$ cat src/rtl/pe_array_pkg.sv
// Shared fixed-point definitions for the PE-array psum path: width derivation,
// saturation limits and the saturating adder used by every accumulator lane.
package pe_array_pkg;

   localparam int unsigned MAX_DATA_W = 32;

   typedef logic signed [MAX_DATA_W:0] wide_t;

   typedef enum logic [1:0] {
      StIdle,
      StRun,
      StFlush
   } acc_state_t;

   typedef struct packed {
      logic                  sat;
      logic [MAX_DATA_W-1:0] sum;
   } sat_res_t;

   function automatic int unsigned data_w(input int unsigned top_bits,
                                          input int unsigned bot_bits);
      return top_bits + bot_bits;
   endfunction

   function automatic wide_t sat_max(input int unsigned w);
      return (wide_t'(1) <<< (w - 1)) - wide_t'(1);
   endfunction

   function automatic wide_t sat_min(input int unsigned w);
      return -(wide_t'(1) <<< (w - 1));
   endfunction

   // Operands arrive sign-extended to MAX_DATA_W; the result is clamped to a w-bit range.
   function automatic sat_res_t sat_add(input logic signed [MAX_DATA_W-1:0] a,
                                        input logic signed [MAX_DATA_W-1:0] b,
                                        input int unsigned                  w);
      wide_t    s;
      wide_t    hi;
      wide_t    lo;
      sat_res_t res;
      s  = {a[MAX_DATA_W-1], a} + {b[MAX_DATA_W-1], b};
      hi = sat_max(w);
      lo = sat_min(w);
      if (s > hi) begin
         res.sat = 1'b1;
         res.sum = hi[MAX_DATA_W-1:0];
      end else if (s < lo) begin
         res.sat = 1'b1;
         res.sum = lo[MAX_DATA_W-1:0];
      end else begin
         res.sat = 1'b0;
         res.sum = s[MAX_DATA_W-1:0];
      end
      return res;
   endfunction

endpackage

$ cat src/rtl/psum_acc_lane.sv
// One psum lane: wrapping index counter, per-index partial-sum buffer, saturating adder
// and the registered final-result output.
module psum_acc_lane
   import pe_array_pkg::*;
#(
   parameter int unsigned G_DATA_W    = 16,
   parameter int unsigned G_OFMAP_LEN = 24
) (
   input  logic                clk,
   input  logic                rst_n,
   input  logic                clear,
   input  logic                run,
   input  logic                ch_first,
   input  logic                ch_last,
   input  logic                relu,
   input  logic                advance,
   input  logic                psum_vld,
   input  logic [G_DATA_W-1:0] psum,
   output logic                wrapped,
   output logic                sat,
   output logic                dropped,
   output logic                out_vld,
   output logic [G_DATA_W-1:0] out
);

   localparam int unsigned IDX_W = (G_OFMAP_LEN > 1) ? $clog2(G_OFMAP_LEN) : 1;
   localparam logic [IDX_W-1:0] LAST_IDX = IDX_W'(G_OFMAP_LEN - 1);

   logic [IDX_W-1:0]    idx_q, idx_d;
   logic                wrapped_q, wrapped_d;
   logic                out_vld_q;
   logic [G_DATA_W-1:0] out_q;
   logic [G_DATA_W-1:0] buf_q [G_OFMAP_LEN];
   logic                beat;
   logic                at_end;
   logic [G_DATA_W-1:0] sum;
   logic [G_DATA_W-1:0] res_d;
   sat_res_t            add_res;

   // A lane that already finished this channel drops beats until the channel advances.
   assign beat    = run & psum_vld & ~wrapped_q;
   assign dropped = run & psum_vld & wrapped_q;
   assign at_end  = (idx_q == LAST_IDX);
   assign wrapped = wrapped_q | (beat & at_end);
   assign out_vld = out_vld_q;
   assign out     = out_q;

   always_comb begin
      add_res   = sat_add(MAX_DATA_W'(signed'(buf_q[idx_q])), MAX_DATA_W'(signed'(psum)),
                          G_DATA_W);
      sum       = ch_first ? psum : add_res.sum[G_DATA_W-1:0];
      res_d     = (relu && sum[G_DATA_W-1]) ? '0 : sum;
      sat       = beat & ~ch_first & add_res.sat;
      idx_d     = idx_q;
      wrapped_d = wrapped_q;
      if (beat) begin
         idx_d = at_end ? '0 : idx_q + IDX_W'(1);
         if (at_end) begin
            wrapped_d = 1'b1;
         end
      end
      if (clear) begin
         idx_d = '0;
      end
      if (clear || advance) begin
         wrapped_d = 1'b0;
      end
   end

   always_ff @(posedge clk or negedge rst_n) begin
      if (!rst_n) begin
         idx_q     <= '0;
         wrapped_q <= 1'b0;
         out_vld_q <= 1'b0;
         out_q     <= '0;
      end else begin
         idx_q     <= idx_d;
         wrapped_q <= wrapped_d;
         out_vld_q <= beat & ch_last;
         if (beat && ch_last) begin
            out_q <= res_d;
         end
      end
   end

   always_ff @(posedge clk) begin
      if (beat && !ch_last) begin
         buf_q[idx_q] <= sum;
      end
   end

endmodule

$ cat src/rtl/psum_accumulator.sv
// Multi-channel psum accumulator: job FSM and channel counter driving one
// psum_acc_lane per PE-array column.
module psum_accumulator
   import pe_array_pkg::*;
#(
   parameter int unsigned G_ARRAY_WIDTH  = 4,
   parameter int unsigned G_TOP_BITS     = 2,
   parameter int unsigned G_BOT_BITS     = 14,
   parameter int unsigned G_OFMAP_LEN    = 24,
   parameter int unsigned G_MAX_CHANNELS = 8,
   localparam int unsigned DATA_W = data_w(G_TOP_BITS, G_BOT_BITS),
   localparam int unsigned CH_W   = $clog2(G_MAX_CHANNELS + 1)
) (
   input  logic                                  clk_i,
   input  logic                                  rst_ni,
   input  logic                                  start_i,
   input  logic [CH_W-1:0]                       num_ch_i,
   input  logic                                  relu_en_i,
   input  logic [G_ARRAY_WIDTH-1:0]              psum_vld_i,
   input  logic [G_ARRAY_WIDTH-1:0][DATA_W-1:0]  psum_i,
   output logic [G_ARRAY_WIDTH-1:0]              out_vld_o,
   output logic [G_ARRAY_WIDTH-1:0][DATA_W-1:0]  out_o,
   output logic                                  busy_o,
   output logic                                  done_o,
   output logic                                  sat_o,
   output logic                                  err_o
);

   acc_state_t             state_q;
   logic [CH_W-1:0]        ch_cnt_q;
   logic [CH_W-1:0]        num_ch_q;
   logic                   relu_q;
   logic                   busy_q;
   logic                   done_q;
   logic                   sat_q;
   logic                   err_q;
   logic [G_ARRAY_WIDTH-1:0] lane_wrapped;
   logic [G_ARRAY_WIDTH-1:0] lane_sat;
   logic [G_ARRAY_WIDTH-1:0] lane_dropped;
   logic                   run;
   logic                   start_ok;
   logic                   start_bad;
   logic                   advance;
   logic                   ch_first;
   logic                   ch_last;

   assign run       = (state_q == StRun);
   assign start_ok  = (state_q == StIdle) & start_i & (num_ch_i != '0) &
                      (32'(num_ch_i) <= G_MAX_CHANNELS);
   assign start_bad = (state_q == StIdle) & start_i & ~start_ok;
   // The final beat of the slowest lane and the channel increment share a cycle.
   assign advance   = run & (&lane_wrapped);
   assign ch_first  = (ch_cnt_q == '0);
   assign ch_last   = (ch_cnt_q == num_ch_q - CH_W'(1));

   assign busy_o = busy_q;
   assign done_o = done_q;
   assign sat_o  = sat_q;
   assign err_o  = err_q;

   always_ff @(posedge clk_i or negedge rst_ni) begin
      if (!rst_ni) begin
         state_q  <= StIdle;
         ch_cnt_q <= '0;
         num_ch_q <= '0;
         relu_q   <= 1'b0;
         busy_q   <= 1'b0;
         done_q   <= 1'b0;
         sat_q    <= 1'b0;
         err_q    <= 1'b0;
      end else begin
         done_q <= 1'b0;
         case (state_q)
            StIdle: begin
               if (start_ok) begin
                  state_q  <= StRun;
                  ch_cnt_q <= '0;
                  num_ch_q <= num_ch_i;
                  relu_q   <= relu_en_i;
                  busy_q   <= 1'b1;
                  sat_q    <= 1'b0;
                  err_q    <= 1'b0;
               end else if (start_bad) begin
                  err_q <= 1'b1;
               end
               if (|psum_vld_i) begin
                  err_q <= 1'b1;
               end
            end
            StRun: begin
               if (|lane_sat) begin
                  sat_q <= 1'b1;
               end
               if (|lane_dropped) begin
                  err_q <= 1'b1;
               end
               if (advance) begin
                  if (ch_last) begin
                     state_q <= StFlush;
                  end else begin
                     ch_cnt_q <= ch_cnt_q + CH_W'(1);
                  end
               end
            end
            StFlush: begin
               if (|psum_vld_i) begin
                  err_q <= 1'b1;
               end
               state_q  <= StIdle;
               ch_cnt_q <= '0;
               busy_q   <= 1'b0;
               done_q   <= 1'b1;
            end
            default: state_q <= StIdle;
         endcase
      end
   end

   for (genvar l = 0; l < G_ARRAY_WIDTH; l++) begin : g_lane
      psum_acc_lane #(
         .G_DATA_W   (DATA_W),
         .G_OFMAP_LEN(G_OFMAP_LEN)
      ) u_lane (
         .clk     (clk_i),
         .rst_n   (rst_ni),
         .clear   (start_ok),
         .run     (run),
         .ch_first(ch_first),
         .ch_last (ch_last),
         .relu    (relu_q),
         .advance (advance),
         .psum_vld(psum_vld_i[l]),
         .psum    (psum_i[l]),
         .wrapped (lane_wrapped[l]),
         .sat     (lane_sat[l]),
         .dropped (lane_dropped[l]),
         .out_vld (out_vld_o[l]),
         .out     (out_o[l])
      );
   end

endmodule

$ cat config.mk
export PLATFORM = sky130hd
export DESIGN_NAME = psum_accumulator
export DESIGN_NICKNAME = d
export VERILOG_FILES = /design/src/rtl/pe_array_pkg.sv /design/src/rtl/psum_acc_lane.sv /design/src/rtl/psum_accumulator.sv
export SDC_FILE = /design/constraint.sdc
export NUM_CORES = 2
export LEC_CHECK = 0
export CAP_MARGIN = 5
export CORE_MARGIN = 1
export CORE_UTILIZATION = 43
export CTS_CLUSTER_SIZE = 40
export DETAILED_ROUTE_END_ITERATION = 6
export GPL_TIMING_DRIVEN = 0
export SLEW_MARGIN = 20
export SYNTH_ARGS = -nofsm -noshare
export SYNTH_HDL_FRONTEND = slang
export SYNTH_SLANG_ARGS = --single-unit
$ cat constraint.sdc
create_clock -name clk_i -period 5.1 [get_ports clk_i]
set_clock_uncertainty 0.2 [all_clocks]
set_input_delay 1.53 -clock clk_i [delete_from_list [all_inputs] [get_ports clk_i]]
set_output_delay 1.53 -clock clk_i [all_outputs]
set_load 0.01 [all_outputs]
# [Yosys cells after proc, flatten, opt, wreduce, memory -nomap -nowiden]
# Memories as Yosys holds them, arrays and structs flattened.
# Cells that the tools add are included.
[classes] n_addsub=10 multipliers=0 div_mod_pow=0 order_cmp=9 eq_ne=15 n_shift=0 mux=68 bitwise=43 reduce_logical=46
[op_table] operator="2-to-1 mux 33 bit" n=8
[op_table] operator="greater-than comparator 33 x 16 -> 1 bit, second input constant" n=4
[op_table] operator="less-than comparator 33 x 16 -> 1 bit, second input constant" n=4
[op_table] operator="2-to-1 mux 16 bit" n=8
[op_table] operator="adder 16 x 16 -> 17 bit" n=4
[op_table] operator="2-to-1 mux 5 bit" n=12
[op_table] operator="bitwise AND 1 bit" n=33
[op_table] operator="2-to-1 mux 1 bit" n=29
[op_table] operator="nonzero test 2 bit" n=14
[op_table] operator="adder 5 x 1 -> 5 bit, second input constant" n=4
[op_table] operator="== test 5 bit, second input constant" n=4
[op_table] operator="logical AND 1 bit" n=12
[op_table] operator="2-to-1 mux 4 bit" n=3
[op_table] operator="one-hot mux 4 bit (3 select lines)" n=1
[op_table] operator="AND reduction 2 bit" n=6
[op_table] operator="AND reduction 4 bit" n=3
[op_table] operator="OR reduction 4 bit" n=3
[op_table] operator="inequality test 2 bit, second input constant" n=5
[op_table] operator="2-to-1 mux 2 bit" n=3
[op_table] operator="NOT 1 bit" n=6
[op_table] operator="AND reduction 3 bit" n=2
[op_table] operator="adder 4 x 1 -> 4 bit, second input constant" n=1
[op_table] operator="== test 4 bit" n=1
[op_table] operator="less-or-equal comparator 4 bit, second input constant" n=1
[op_table] operator="other kinds (15)" n=20
[totals] reg_bits=107 latch_bits=0 ram_bits=1536 mem_bits_ro=0 out_inout_bits=72 memories=4
[mem_list] name="g_lane[0].u_lane.buf_q" words=24 width=16 rd=1 rd_ports_with_merged_regs=0 write_ports=1 line_no="psum_acc_lane.sv:33" source="logic [G_DATA_W-1:0] buf_q [G_OFMAP_LEN];"
[mem_list] name="g_lane[1].u_lane.buf_q" words=24 width=16 rd=1 rd_ports_with_merged_regs=0 write_ports=1 line_no="psum_acc_lane.sv:33"
[mem_list] name="g_lane[2].u_lane.buf_q" words=24 width=16 rd=1 rd_ports_with_merged_regs=0 write_ports=1 line_no="psum_acc_lane.sv:33"
[mem_list] name="g_lane[3].u_lane.buf_q" words=24 width=16 rd=1 rd_ports_with_merged_regs=0 write_ports=1 line_no="psum_acc_lane.sv:33"

# [Depth between registers and ports, before layout]
[logic_depth] depth_word=10 mapped_depth=17 ltp_nobuf=14

# [Hierarchy]
# From an unflattened synthesis, not the netlist that was laid out.
[hier_totals] hier_cells=3696 area_unflattened_um2=68315.5
[modules_own_cells] module="psum_acc_lane at g_lane[1].u_lane ..." instances=2 cells_per_inst=899 area_each_um2=16818.6 seq_area_each_um2=12106.6
[modules_own_cells] module="psum_acc_lane at g_lane[3].u_lane" instances=1 cells_per_inst=915 area_each_um2=16897.5 seq_area_each_um2=12106.6
[modules_own_cells] module="psum_acc_lane at g_lane[0].u_lane" instances=1 cells_per_inst=879 area_each_um2=16792.4 seq_area_each_um2=12106.6
[modules_own_cells] module="psum_accumulator" instances=1 cells_per_inst=104 area_each_um2=988.4 seq_area_each_um2=375.4

# [Worst setup path before layout]
# No wires, ideal clock.
[synth_path] kind="register -> register" start="register g_lane[3].u_lane.idx_q[0]" end="memory g_lane[3].u_lane.buf_q[0][14], data pin" t_arrival_ps=4962 required_time_ps=4480 path_slack_ps=-482 stages_incl_launch_ff=16 path_buffers=3 period_less_slack_ps=5582 path_cell_list="dfrtp_1 -> buf_2 -> buf_1 -> buf_2 -> mux4_2 -> a22oi_1 -> nand3_1 -> ha_1 -> fa_1 -> a211oi_1 -> nor2_1 -> a21oi_1 -> a21oi_1 -> a31oi_1 -> xor2_1 -> o32ai_1"
[synth_between] elab_chain_cells=6
[synth_lines] element="start: declaration" line_no="psum_acc_lane.sv:29" source="logic [IDX_W-1:0] idx_q, idx_d;"
[synth_lines] element="start signal: assignment" line_no="psum_acc_lane.sv:77" source="idx_q <= idx_d;"
[synth_lines] element="memory (24 x 16 bit) (*)"
[synth_lines] element="adder 16 x 16 -> 17 bit (*)" line_no="pe_array_pkg.sv:41" source="s = {a[MAX_DATA_W-1], a} + {b[MAX_DATA_W-1], b};"
[synth_lines] element="less-than comparator 33 x 16 -> 1 bit" line_no="pe_array_pkg.sv:47" source="end else if (s < lo) begin"
[synth_lines] element="2-to-1 mux 33 bit" line_no="pe_array_pkg.sv:47"
[synth_lines] element="2-to-1 mux 33 bit (*)" line_no="pe_array_pkg.sv:44" source="if (s > hi) begin"
[synth_lines] element="2-to-1 mux 16 bit (*)" line_no="psum_acc_lane.sv:51" source="sum = ch_first ? psum : add_res.sum[G_DATA_W-1:0];"
[synth_lines] element="net g_lane[3].u_lane.sum[14]" line_no="psum_acc_lane.sv:36" source="logic [G_DATA_W-1:0] sum;"
[synth_lines] element="end: declaration" line_no="psum_acc_lane.sv:33"
# Mark *: on every way through the listed nets, which the timed path passes. The rest lies on a longest branch.

# [Worst setup path after layout]
[layout_path] start="register g_lane[2].u_lane.idx_q[0]" end="memory g_lane[2].u_lane.buf_q[20][6], data pin"
[layout_between] elab_chain_cells=6
[layout_lines] element="start: declaration" line_no="psum_acc_lane.sv:29"
[layout_lines] element="start signal: assignment" line_no="psum_acc_lane.sv:77"
[layout_lines] element="memory (24 x 16 bit) (*)"
[layout_lines] element="adder 16 x 16 -> 17 bit (*)" line_no="pe_array_pkg.sv:41"
[layout_lines] element="less-than comparator 33 x 16 -> 1 bit" line_no="pe_array_pkg.sv:47"
[layout_lines] element="2-to-1 mux 33 bit" line_no="pe_array_pkg.sv:47"
[layout_lines] element="2-to-1 mux 33 bit (*)" line_no="pe_array_pkg.sv:44"
[layout_lines] element="2-to-1 mux 16 bit (*)" line_no="psum_acc_lane.sv:51"
[layout_lines] element="end: declaration" line_no="psum_acc_lane.sv:33"
# Every way passes the cells marked *; elsewhere a longest branch is shown, timed or not.

==> impl_metrics.sql <==
INSERT INTO impl_metrics (metric_group, metric, value, unit) VALUES
('clocking', 'clk_transition_reported_paths', '60', 'ps'),
('detailed_routing', 'detailroute.wirelength.met3', '20700', 'um'),
('detailed_routing', 'route.detailed.drc', '0', ''),
('worst_setup_path', 'worst_ep_required_time', '5460', 'ps'),
('worst_hold_path', 'timing.hold.worst.start', 'g_lane[2].u_lane.out[4]', ''),
('worst_setup_path', 'worst_ep_arrival_time', '5390', 'ps'),
('worst_setup_path', 'critical_path.startpoint_type', 'flip-flop', ''),
('detailed_routing', 'detailedRoute.firstIterationViolations', '4906', ''),
('floorplanning', 'initial_core_utilization', '0.435', ''),
('worst_setup_path', 'timing_worst_setup_path_type', 'reg2reg', ''),
('clocking', 'cts.sinks', '1643', ''),
('worst_hold_path', 'holdPathStages', '2', ''),
('place', 'globalplace.congestion', '0.875', ''),
('synthesis', 'synth_ff_type', 'edfxtp_1', ''),
('detailed_routing', 'drtPass1Iterations', '6', ''),
('sta', 'worst_slew_margin_rel', '0.197', ''),
('worst_setup_path', 'worst_r2r_endpoint', 'g_lane[2].u_lane.buf_q[20][6]', ''),
('synthesis', 'synth_fp_nets', '3812', ''),
('global_route', 'grt_pass1_wl', '284000', 'um'),
('global_route', 'initial_antenna_violation_count', '15', ''),
('detailed_routing', 'ant_nets', '0', ''),
('worst_setup_path', 'crit_path_frequent_cell', 'buf_12', ''),
('finish', 'area.growth.synth_to_final', '23.8', '%'),
('clocking', 'cts_bufs_inserted', '170', ''),
('finish', 'layout.cell_area.non_filler', '0.0835', 'mm^2'),
('floorplanning', 'floorplan_die_width', '398', 'um'),
('worst_setup_path', 'cp_num_cells', '19', ''),
('worst_hold_path', 'holdPathEnd', 'g_lane[2].u_lane.out[4]', ''),
('floorplanning', 'fp.dieArea', '0.158', 'mm^2'),
('floorplanning', 'io-pin-count', '148', ''),
('sta', 'final.min_clock_period', '5030', 'ps'),
('run_status', 'outcome', 'finished clean', ''),
('sta', 'worstMarginPinSlew', '1200', 'ps'),
('sta', 'setup_viol', '0', ''),
('power', 'total_leakage_power', '27.6', 'nW'),
('synthesis', 'synthDistinctLibCells', '81', ''),
('worst_setup_path', 'timing.critical_path.slowest_cell_delay', '490', 'ps'),
('global_route', 'via_count_of_the_first_global_routing_pass', '38800', ''),
('global_route', 'grt_start_max_net_pins', '72', ''),
('clocking', 'ctsHoldBuffers', '0', ''),
('detailed_routing', 'wl', '200000', 'um'),
('power', 'power.density_cell_area', '608', 'mW/mm^2'),
('finish', 'post_route_cells_drive_above_1_share', '0.338', ''),
('worst_setup_path', 'r2r_start', 'g_lane[2].u_lane.idx_q[0]', ''),
('worst_setup_path', 'critical_path.slowest_cell', 'mux4_2', ''),
('detailed_routing', 'detail_route.wl_per_cell', '31.0', 'um'),
('synthesis', 'asyncSetResetFlopFracSynth', '0.0651', ''),
('worst_setup_path', 'path_buf_inv', '5', ''),
('synthesis', 'synth_edf_count', '1536', ''),
('worst_setup_path', 'path_cells', 'clkbuf_8 -> buf_12 -> mux4_2 -> mux2_2 -> nand2_1 -> nand3_2 -> ha_1 -> fa_2 -> a21oi_4 -> o2111ai_2 -> and2_4 -> a211oi_4 -> mux2i_4 -> buf_6 -> maj3_1 -> nor2_4 -> buf_12 -> nor2_4 -> buf_12', ''),
('clocking', 'clockRootBuffer', 'clkbuf_16', ''),
('finish', 'final_net_count', '4429', ''),
('detailed_routing', 'post_drt_via_cell_ratio', '6.06', ''),
('floorplanning', 'die_y', '398', 'um'),
('detailed_routing', 'dr.max_layer_used', 'met5', ''),
('synthesis', 'ys_warn_count', '0', ''),
('detailed_routing', 'dr_wl_met2', '89700', 'um'),
('floorplanning', 'core.rowCount', '144', ''),
('sta', 'layout_worst_path_cycle_share', '0.986', ''),
('synthesis', 'netlist_area', '0.0674', 'mm^2'),
('synthesis', 'syn_area_per_cell', '18.5', 'um^2'),
('synthesis', 'synth.ff_latch_count', '1643', ''),
('global_route', 'globalRouteTotalUtil', '0.253', ''),
('worst_hold_path', 'min-delay-path-class', 'reg2reg', ''),
('global_route', 'grt_remaining_overflow', '0', ''),
('sta', 'drv_slew', '0', ''),
('place', 'dpl.hpwl', '127000', 'um'),
('clocking', 'htreeDepth', '4', ''),
('worst_setup_path', 'cell_family_with_the_largest_share_of_critical_path_delay', 'adder cells', ''),
('clocking', 'cts.path.max_buffers', '3', ''),
('sta', 'unrepaired_setup_endpoints_after_global_routing', 'yes', '');
[flip-flops by register name (all words and copies together) (netlist names)]
name and flops:
relu_q 1, g_lane.u_lane.out 64, busy_o 1, g_lane.u_lane.out_vld 4
g_lane.u_lane.idx_q 20, err_o 1, done_o 1, g_lane.u_lane.buf_q 1536
sat_o 1, ch_cnt_q 4, state_q 2, g_lane.u_lane.wrapped_q 4
num_ch_q 4
[routing by layer]
| layer | vias up | GRT usage |
|---|---|---|
| met5 | - | 0 |
| met4 | 14 | 0.0841 |
| met3 | 365 | 0.0609 |
| met2 | 1957 | 0.375 |
| met1 | 20600 | 0.367 |
| li1 | 16200 | - |
[cell usage after synthesis (all sizes together), types with 5 or more instances]
cell | count | share of area
a21oi | 108 | 0.0080
mux2 | 68 | 0.011
a211oi | 22 | 0.0027
and2 | 20 | 0.0019
ha | 87 | 0.016
nor3 | 25 | 0.0019
or3 | 8 | 0.00074
a31o | 5 | 0.00065
clkbuf | 119 | 0.0066
or2 | 7 | 0.00065
buf | 67 | 0.0044
o21ai | 60 | 0.0046
a31oi | 23 | 0.0021
inv | 36 | 0.0020
nor2 | 237 | 0.013
o211ai | 12 | 0.0013
a22oi | 129 | 0.014
xor2 | 26 | 0.0034
a32o | 7 | 0.0010
nand4 | 13 | 0.0012
o31ai | 23 | 0.0026
edfxtp | 1536 | 0.68
xnor2 | 30 | 0.0039
mux4 | 384 | 0.13
nand2 | 192 | 0.011
mux2i | 6 | 0.00089
nand3 | 95 | 0.0071
a21boi | 13 | 0.0014
a22o | 37 | 0.0048
o21bai | 7 | 0.00078
a21o | 14 | 0.0016
dfrtp | 107 | 0.040
and3 | 15 | 0.0014
nand2b | 18 | 0.0017
maj3 | 9 | 0.0014
nor2b | 13 | 0.0012
nand3b | 10 | 0.0011
[layout by cell type, fill, tap and decap left out, types with 31 or more instances in the layout]
| cell type | n |
|---|---|
| a21oi_1 | 76 |
| a21oi_4 | 40 |
| a22o_1 | 37 |
| a22oi_1 | 86 |
| a22oi_2 | 43 |
| buf_12 | 60 |
| buf_4 | 121 |
| buf_6 | 60 |
| buf_8 | 67 |
| clkbuf_1 | 67 |
| clkbuf_16 | 171 |
| clkbuf_2 | 52 |
| clkdlybuf4s50_1 | 146 |
| clkinv_1 | 31 |
| dfrtp_1 | 103 |
| edfxtp_1 | 1536 |
| ha_1 | 81 |
| inv_1 | 36 |
| mux2_2 | 67 |
| mux4_2 | 384 |
| nand2_1 | 183 |
| nand3_1 | 85 |
| nor2_1 | 112 |
| nor2_2 | 94 |
| nor2_4 | 49 |
| o21ai_0 | 33 |
[tightest hold or removal path: stages (launching register included)]
cell and delay, ps:
dfrtp_1 350, nand2_1 50, o31ai_1 50
[stage by stage]
step / worst slack, ps / instances / setup TNS [ps] / hold WS, ps
floorplan: -316 / 3645 / -24440 / 265
global placement: -3220 / 5836 / -3644890 / 268
detailed placement: -2510 / 5948 / -2921660 / 271
CTS: -29.2 / 6424 / -382 / 294
global route: -39.6 / 6445 / -1260 / 314
finish: 70.4 / 6449 / 0 / 286
[worst max-delay path by stage]
stage / start / end / slack (ps)
finish: g_lane[2].u_lane.idx_q[0] / g_lane[2].u_lane.buf_q[20][6] / 70
global route: g_lane[0].u_lane.idx_q[0] / g_lane[0].u_lane.buf_q[21][10] / -40
CTS: g_lane[1].u_lane.idx_q[0] / g_lane[1].u_lane.buf_q[18][4] / -30
floorplan: g_lane[2].u_lane.idx_q[0] / g_lane[2].u_lane.buf_q[0][0] / -320
global placement: g_lane[2].u_lane.idx_q[1] / g_lane[2].u_lane.buf_q[4][1] / -3220
detailed placement: g_lane[2].u_lane.idx_q[1] / g_lane[2].u_lane.buf_q[3][13] / -2510
[cell type report]
type	instances	area [um^2]
antenna	5	12.5
buffer	173	1320
clock buffer	209	4440
clock inverter	101	1180
fill	11900	71300
inverter	36	135
multi-input combinational	1832	20200
sequential	1643	48800
tap	2044	2560
timing repair buffer	406	4780
[kinds of logic after synthesis]
group | count (synthesis) | synth area share
xor+xnor | 56 | 0.00728
fa+ha+maj | 100 | 0.0187
mux | 458 | 0.141
buf+inv | 222 | 0.0130
flops | 1643 | 0.724
compound gates | 494 | 0.0511
simple gates | 672 | 0.0452
[power breakdown]
part	switching [mW]	internal (mW)
logic	13.7	8.59
clock network	5.39	7.09
registers	0.300	15.7
total	19.4	31.4
[timing repair]
action	4_1_cts	5_1_grt
gates cloned	50	3
endpoints found under the hold margin	0	0
buffers inserted	123	23
setup endpoints to repair	1601	1487
pin swaps	99	29
gates resized for setup	527	126
(Power assumes the default switching activity.)
